[src/rtl/wb_pkg.sv]
// Shared definitions for the register file, decode and write-back stages.
// Includes the load-use hazard helper used by the scoreboard.
package wb_pkg;

    localparam int unsigned DATA_W = 16;
    localparam int unsigned NREGS  = 16;
    localparam int unsigned REG_AW = $clog2(NREGS);

    typedef logic [REG_AW-1:0] reg_addr_t;
    typedef logic [DATA_W-1:0] data_t;

    // A same-cycle write-back to r resolves the hazard via the read bypass.
    function automatic logic hazard(input logic [NREGS-1:0] pend, input reg_addr_t r,
                                    input logic wb_we, input reg_addr_t wb_addr);
        return (r != '0) && pend[r] && !(wb_we && (wb_addr == r));
    endfunction

endpackage

[src/rtl/wb_scoreboard.sv]
// Load-use scoreboard: per-register load-in-flight bits and decode stall.
// Set on issuing a load, cleared by the matching write-back; set wins a tie.
module wb_scoreboard
    import wb_pkg::*;
(
    input  logic             i_clk,
    input  logic             i_rst,
    input  logic             i_wb_we,
    input  reg_addr_t        i_wb_addr,
    input  reg_addr_t        i_rd_addr_a,
    input  reg_addr_t        i_rd_addr_b,
    input  logic             i_iss_valid,
    input  logic             i_iss_use_a,
    input  logic             i_iss_use_b,
    input  logic             i_iss_load,
    input  reg_addr_t        i_iss_dest,
    output logic             o_stall,
    output logic [NREGS-1:0] o_pending
);

    logic [NREGS-1:0] r_pending;
    logic [NREGS-1:0] w_pending_nxt;
    logic             w_stall;
    logic             w_issue;

    always_comb begin
        w_stall = i_iss_valid &&
                  ((i_iss_use_a && hazard(r_pending, i_rd_addr_a, i_wb_we, i_wb_addr)) ||
                   (i_iss_use_b && hazard(r_pending, i_rd_addr_b, i_wb_we, i_wb_addr)) ||
                   (i_iss_load  && hazard(r_pending, i_iss_dest,  i_wb_we, i_wb_addr)));
        w_issue = i_iss_valid && !w_stall;
    end

    // Clear first, then set, so a simultaneous load issue to the same register wins.
    always_comb begin
        w_pending_nxt = r_pending;
        if (i_wb_we && (i_wb_addr != '0)) begin
            w_pending_nxt[i_wb_addr] = 1'b0;
        end
        if (w_issue && i_iss_load && (i_iss_dest != '0)) begin
            w_pending_nxt[i_iss_dest] = 1'b1;
        end
    end

    always_ff @(posedge i_clk) begin
        if (i_rst) begin
            r_pending <= '0;
        end else begin
            r_pending <= w_pending_nxt;
        end
    end

    assign o_stall   = w_stall;
    assign o_pending = r_pending;

endmodule

[src/rtl/wb_regfile.sv]
// Write-back register file with two bypassed combinational read ports and a
// load-use scoreboard that stalls decode on outstanding loads.
module wb_regfile
    import wb_pkg::*;
(
    input  logic             i_clk,
    input  logic             i_rst,
    input  logic             i_wb_we,
    input  reg_addr_t        i_wb_addr,
    input  data_t            i_wb_data,
    input  reg_addr_t        i_rd_addr_a,
    input  reg_addr_t        i_rd_addr_b,
    output data_t            o_rd_data_a,
    output data_t            o_rd_data_b,
    input  logic             i_iss_valid,
    input  logic             i_iss_use_a,
    input  logic             i_iss_use_b,
    input  logic             i_iss_load,
    input  reg_addr_t        i_iss_dest,
    output logic             o_stall,
    output logic [NREGS-1:0] o_pending
);

    data_t r_regs [NREGS];

    // R0 is never written; its reads are forced to zero below.
    always_ff @(posedge i_clk) begin
        if (i_rst) begin
            for (int i = 0; i < NREGS; i++) begin
                r_regs[i] <= '0;
            end
        end else if (i_wb_we && (i_wb_addr != '0)) begin
            r_regs[i_wb_addr] <= i_wb_data;
        end
    end

    always_comb begin
        if (i_rd_addr_a == '0) begin
            o_rd_data_a = '0;
        end else if (i_wb_we && (i_wb_addr == i_rd_addr_a)) begin
            o_rd_data_a = i_wb_data;
        end else begin
            o_rd_data_a = r_regs[i_rd_addr_a];
        end

        if (i_rd_addr_b == '0) begin
            o_rd_data_b = '0;
        end else if (i_wb_we && (i_wb_addr == i_rd_addr_b)) begin
            o_rd_data_b = i_wb_data;
        end else begin
            o_rd_data_b = r_regs[i_rd_addr_b];
        end
    end

    wb_scoreboard u_scoreboard (
        .i_clk       (i_clk),
        .i_rst       (i_rst),
        .i_wb_we     (i_wb_we),
        .i_wb_addr   (i_wb_addr),
        .i_rd_addr_a (i_rd_addr_a),
        .i_rd_addr_b (i_rd_addr_b),
        .i_iss_valid (i_iss_valid),
        .i_iss_use_a (i_iss_use_a),
        .i_iss_use_b (i_iss_use_b),
        .i_iss_load  (i_iss_load),
        .i_iss_dest  (i_iss_dest),
        .o_stall     (o_stall),
        .o_pending   (o_pending)
    );

endmodule
[config.mk]
export PLATFORM = sky130hd
export DESIGN_NAME = wb_regfile
export DESIGN_NICKNAME = d
export VERILOG_FILES = /design/src/rtl/wb_pkg.sv /design/src/rtl/wb_scoreboard.sv /design/src/rtl/wb_regfile.sv
export SDC_FILE = /design/constraint.sdc
export NUM_CORES = 1
export LEC_CHECK = 0
export BUFFER_PORTS_ARGS = -buffer_cell sky130_fd_sc_hd__buf_2
export CAP_MARGIN = 15
export CORE_AREA = 4 4 182 184
export CTS_CLUSTER_SIZE = 14
export DETAILED_ROUTE_END_ITERATION = 8
export DIE_AREA = 0 0 186 188
export PLACE_DENSITY = 0.76
export SLEW_MARGIN = 30
export SYNTH_ARGS = -nofsm -noshare
export SYNTH_HDL_FRONTEND = slang
export SYNTH_HIERARCHICAL = 1
export SYNTH_SLANG_ARGS = --single-unit
export TNS_END_PERCENT = 1
[constraint.sdc]
create_clock -name i_clk -period 5.32 [get_ports i_clk]
set_input_delay 1.064 -clock i_clk [delete_from_list [all_inputs] [get_ports i_clk]]
set_output_delay 1.064 -clock i_clk [all_outputs]
set_load 0.01 [all_outputs]
### Word level (Yosys, flattened, before mapping)

Memory sizes are Yosys's and may differ from the RTL's.
Index checks and enable logic that the tools add are counted.

| word-level totals | value |
|---|---|
| register bits after elaboration | 16 |
| memory bits (writable) | 256 |
| output and inout port bits | 49 |
| memories | 1 |
| logic and storage cells | 70 |

| operators by class | value |
|---|---|
| multiplexer cells | 24 |
| reductions and logical operators | 32 |
| equality and inequality tests | 3 |
| bitwise operators | 3 |
| magnitude comparators | 6 |

Memory list:

| memory | depth | width | read ports | clocked after Yosys merged registers in | write ports | line | RTL |
|---|---|---|---|---|---|---|---|
| r_regs | 16 | 16 | 2 | 0 | 16 | wb_regfile.sv:24 | `data_t r_regs [NREGS];` |

Operators with widths:

| kind | number |
|---|---|
| $mux W16 | 7 |
| $lt A4 B5 Y1 const B | 4 |
| $logic_and A1 B1 Y1 | 19 |
| $and A16 B16 Y16 | 1 |
| $not A16 Y16 | 1 |
| $or A16 B16 Y16 | 1 |
| $reduce_bool A4 Y1 | 4 |
| $reduce_or A16 Y1 | 1 |
| $bmux W1 S4 | 3 |
| $eq A4 B4 Y1 | 3 |
| $mux W1 | 11 |
| $demux W1 S4 | 2 |
| $ge A4 B1 Y1 const B | 2 |
| $logic_not A4 Y1 | 2 |
| $logic_not A1 Y1 | 4 |
| $mux W4 | 1 |
| $logic_or A1 B1 Y1 | 2 |

### Logic depth before layout (Yosys ltp)

| depth | value |
|---|---|
| depth after elaboration | 13 |
| gate-level depth with buffers | 8 |

### Modules after synthesis

Netlist, hierarchy kept.

By module, submodules not included:

| module | times used | cells an instance | area an instance (µm²) |
|---|---|---|---|
| wb_regfile | 1 | 1047 | 14101.0 |
| wb_scoreboard | 1 | 149 | 1458.9 |

### Worst setup path after synthesis

OpenSTA, ideal clock, no wires.

| timing path | value |
|---|---|
| path kind | input to output |
| from | in i_rd_addr_b[0] |
| to | out o_stall |
| data arrival time | 2.540 ns |
| buffers on the path | 2 |
| path slack | 1.716 ns |
| stages on the path | 7 |
| path through | buf_6 mux2_1 a21oi_1 a2bb2oi_1 o41ai_2 buf_6 o21a_1 |

| on the way | value |
|---|---|
| longest elaborated chain between the ends | 8 |
| elaborated cells on any way between the ends | 12 |
| classes of those cells | 1 x eq/ne; 2 x mux; 9 x reduce/logical |

RTL lines:

| item | line | RTL |
|---|---|---|
| from (decl) | wb_regfile.sv:12 | `input reg_addr_t i_rd_addr_b,` |
| $bmux W1 S4 / $eq A4 B4 Y1 (equally long branches) | wb_pkg.sv:15 | `return (r != '0) && pend[r] && !(wb_we && (wb_addr == r));` |
| $mux W1 (not written as such) / $logic_and A1 B1 Y1 (equally long branches) | wb_pkg.sv:15 |  |
| $logic_and A1 B1 Y1 / $logic_not A1 Y1 (equally long branches) | wb_pkg.sv:15 |  |
| $logic_and A1 B1 Y1 * | wb_pkg.sv:15 |  |
| $logic_and A1 B1 Y1 * | wb_scoreboard.sv:29 | `(i_iss_use_b && hazard(r_pending, i_rd_addr_b, i_wb_we, i_wb_addr)) \|\|` |
| $logic_or A1 B1 Y1 * | wb_scoreboard.sv:28 | `((i_iss_use_a && hazard(r_pending, i_rd_addr_a, i_wb_we, i_wb_addr)) \|\|` |
| $logic_or A1 B1 Y1 * | wb_scoreboard.sv:29 |  |
| $logic_and A1 B1 Y1 * | wb_scoreboard.sv:27 | `w_stall = i_iss_valid &&` |
| to (decl) | wb_regfile.sv:20 | `output logic o_stall,` |

Every way passes the cells marked *; elsewhere a longest branch is shown, timed or not. The select of a mux whose other input is x is not followed.

### Worst setup path after layout

| timing path | value |
|---|---|
| from | in i_rd_addr_a[3] |
| to | out o_rd_data_a[13] |

| on the way | value |
|---|---|
| longest elaborated chain between the ends | 4 |
| elaborated cells on any way between the ends | 6 |
| classes of those cells | 1 x eq/ne; 2 x mux; 2 x reduce/logical; 1 x memory |

RTL lines:

| item | line | RTL |
|---|---|---|
| from (decl) | wb_regfile.sv:11 | `input reg_addr_t i_rd_addr_a,` |
| branches (longest 3 deep; another with $mem_v2 Z16 W16) | n/a |  |
| $mux W16 * | wb_regfile.sv:38 | `if (i_rd_addr_a == '0) begin` |
| to (decl) | wb_regfile.sv:13 | `output data_t o_rd_data_a,` |

Every way passes the cells marked *.

==> impl_metrics.yaml <==
run_status:
  status: "finished, final reports clean"
clocking:
  cts_setup_buffers: 0
  cts_hold_buf: 0
  clk_latency_ns: 0.56
  cts.sinks: 272
  cts_tree: "done"
  h-tree-depth: 1
  ctsResizeCount: 0
  cts_root_buf: "clkbuf_16"
  cts.reportedPaths.clkPinSlew_ns: 0.06
  clockBufferDepth: 3
  cts_made_buffers: 28
grt:
  antenna_found_initial: 0
  grt_max_degree: 37
  grt_pass1_wl_mm: 66.5
  grt_overflow_total: 0
  grtUsageTotal_pct: 24.7
  grt_pass1_vias: 10800
die:
  fp.dieW_um: 186
  core_mm2: 0.0314
  die_h_um: 188
  ioPinCount: 88
  row_count: 65
  design.die.area_mm2: 0.0350
  initial_core_util_pct: 49.6
place:
  dpl.hpwl_mm: 30.4
  globalplace.congestion: 1.04
  placed_cell_area_mm2: 0.0162
  portBuffers: 87
  dp_slack_ns: 0.866
route:
  first_pass_iters: 5
  via_per_inst: 6.57
  wire_per_inst_um: 26.3
  antenna_left: 0
  dr_total_vias: 11000
  routed_wl_mm: 43.9
  drc: 0
  drt-initial-drc-count: 1411
layout:
  n_fill_cell: 2552
  area_growth_pct: 10.3
  layout_commonest_cell: "edfxtp_1"
  num_antenna_cells: 0
  final_nets: 1286
  mostFrequentLayoutCells: "256 x edfxtp_1, 241 x and2_1, 137 x mux2i_1"
  drive_above_1_share_pct: 20.5
  final_cell_area_mm2: 0.0172
power_and_ir_drop:
  p_per_area_mw_per_mm2: 309
  internal_power_w: 0.00396
  power_frac_clock_pct: 39.2
  p_leak_nw: 6.28
  p_seq_share_pct: 47.7
  p_sw_share_pct: 25.2
  vdd_ir_drop_max_mv: 0.224
  p_sw_w: 0.00134
  p_comb_share_pct: 13.1
timing:
  fin_tns_setup_ns: 0
  setup_ws_ns: 0.733
  timing.fmax_mhz: 218
  worstMarginPinSlew_ns: 0.842
  finalCritPeriodShare_pct: 86.2
  slew_violations: 0
  layout_min_cycle_time_ns: 4.59
  rsz0062_at_grt: "false"
  relSlewSlack_pct: 43.8
  finalClockSkew_ns: 0.00535
  finalHoldViolations: 0
  setup_viol: 0
logic_synthesis:
  synth_area_mm2: 0.0156
  synth_area_leaders: "edfxtp_1 49%, mux4_2 10%, and2_1 9.7%, mux2i_1 8.8%, o22ai_1 2.6%"
  yosysWarnings: 6
  ys_types: 53
  yosysSeqAreaShare_pct: 51.5
  syn_inst: 1196
  synth_edf_count: 256
  yosysTopAreaCell: "edfxtp_1"
  synthFlopType: "edfxtp_1"
  yosys.area.top_type_share_pct: 49.4
  synth-async-reset-ratio_pct: 0
  synth-seq-cells: 272
  syn_area_per_cell_um2: 13.0
critical_path:
  arrival_ns: 3.52
  end_kind: "primary output"
  crit_required_ns: 4.26
  cp_max_fo: 25
  cp-start-kind: "primary input"
  critical_path_class: "primary input to primary output"
flow_run:
  cap_violations: 0
min_path:
  hold_class: "flop to flop"
[sequential cells by signal, summed over array words and instances, names as in the netlist]
signal and flops:
u_scoreboard/o_pending 16, r_regs 256
[per-layer routing]
metal	part of all wire, %	vias to the layer above	track usage, %
met5	0	-	0
met4	4.3	0	8.94
li1	-	4712	-
met3	9.4	142	3.76
met2	47	679	39.2
met1	39	5440	34.7
[power groups by stage]
| stage | Clock (W) | Combinational [W] | Sequential [W] |
|---|---|---|---|
| floorplan | 0 | 0.000458 | 0.00254 |
| global placement | 0 | 0.000668 | 0.00256 |
| detailed placement | 0 | 0.000680 | 0.00257 |
| CTS | 0.00209 | 0.000681 | 0.00253 |
| global route | 0.00217 | 0.000728 | 0.00254 |
| finish | 0.00208 | 0.000694 | 0.00253 |
[critical path, stage by stage]
cell	delay (ns)
buf_2	0.44
or3b_1	0.72
o22ai_1	0.33
a211oi_1	0.54
a31oi_1	0.21
buf_2	0.19
[cell usage after synthesis, types with 7 or more instances]
cell type,instances
nand2_1,13
dfxtp_1,16
xnor2_1,11
a211oi_1,32
mux4_2,70
nand2b_1,8
o31ai_1,39
nand3_1,42
clkbuf_1,54
mux2i_1,137
nor2_1,15
o22ai_1,64
buf_6,16
xor2_1,9
o211ai_1,9
and2_1,241
o41ai_1,7
a31oi_1,30
or2_2,15
edfxtp_1,256
nand3b_1,8
buf_2,30
buf_4,13
[layout make-up]
type / count / area, um2 / share of cell area (%)
clock buffers: 34 / 744 / 4.34
clock inverters: 17 / 215 / 1.25
inverters: 1 / 3.75 / 0.0219
multi-input cells: 823 / 6970 / 40.6
flip-flops and latches: 272 / 8010 / 46.7
well taps: 402 / 503 / 2.93
repair buffers: 121 / 708 / 4.13
[per-stage QoR]
step           total power (W)  hold WS, ns  util, %  instances
4_1_cts                0.00530        0.478     54.6       1670
3_5_place_dp           0.00325        0.469     51.6       1619
3_3_place_gp           0.00323        0.463     51.6       1619
5_1_grt                0.00544        0.498     54.6       1670
2_1_floorplan          0.00300        0.496        -       1211
6_report               0.00530        0.475     54.6       1670
[final timing paths]
path | start | to | slack, ns | cells past startpoint
max | i_rd_addr_a[3] | o_rd_data_a[13] | 0.73 | 6
min | u_scoreboard/o_pending[0] | u_scoreboard/o_pending[0] | 0.47 | 1
max reg2reg | u_scoreboard/o_pending[13] | u_scoreboard/o_pending[8] | 3.09 | 7
min reg2reg | u_scoreboard/o_pending[0] | u_scoreboard/o_pending[0] | 0.47 | 1
[logic make-up (layout without fill, tap and decap cells)]
group | after synthesis | count (layout) | share of synthesized area (%)
other | 1 | 16 | 0.0241
muxes | 213 | 213 | 19.6
AOI/OAI and AO/OA | 197 | 197 | 9.06
and+or+nand+nor | 377 | 377 | 14.6
DFF | 272 | 272 | 51.5
xor gates and xnor gates | 20 | 20 | 1.13
buffers and inverters | 116 | 173 | 4.14
Power figures use the tool's default switching activity.
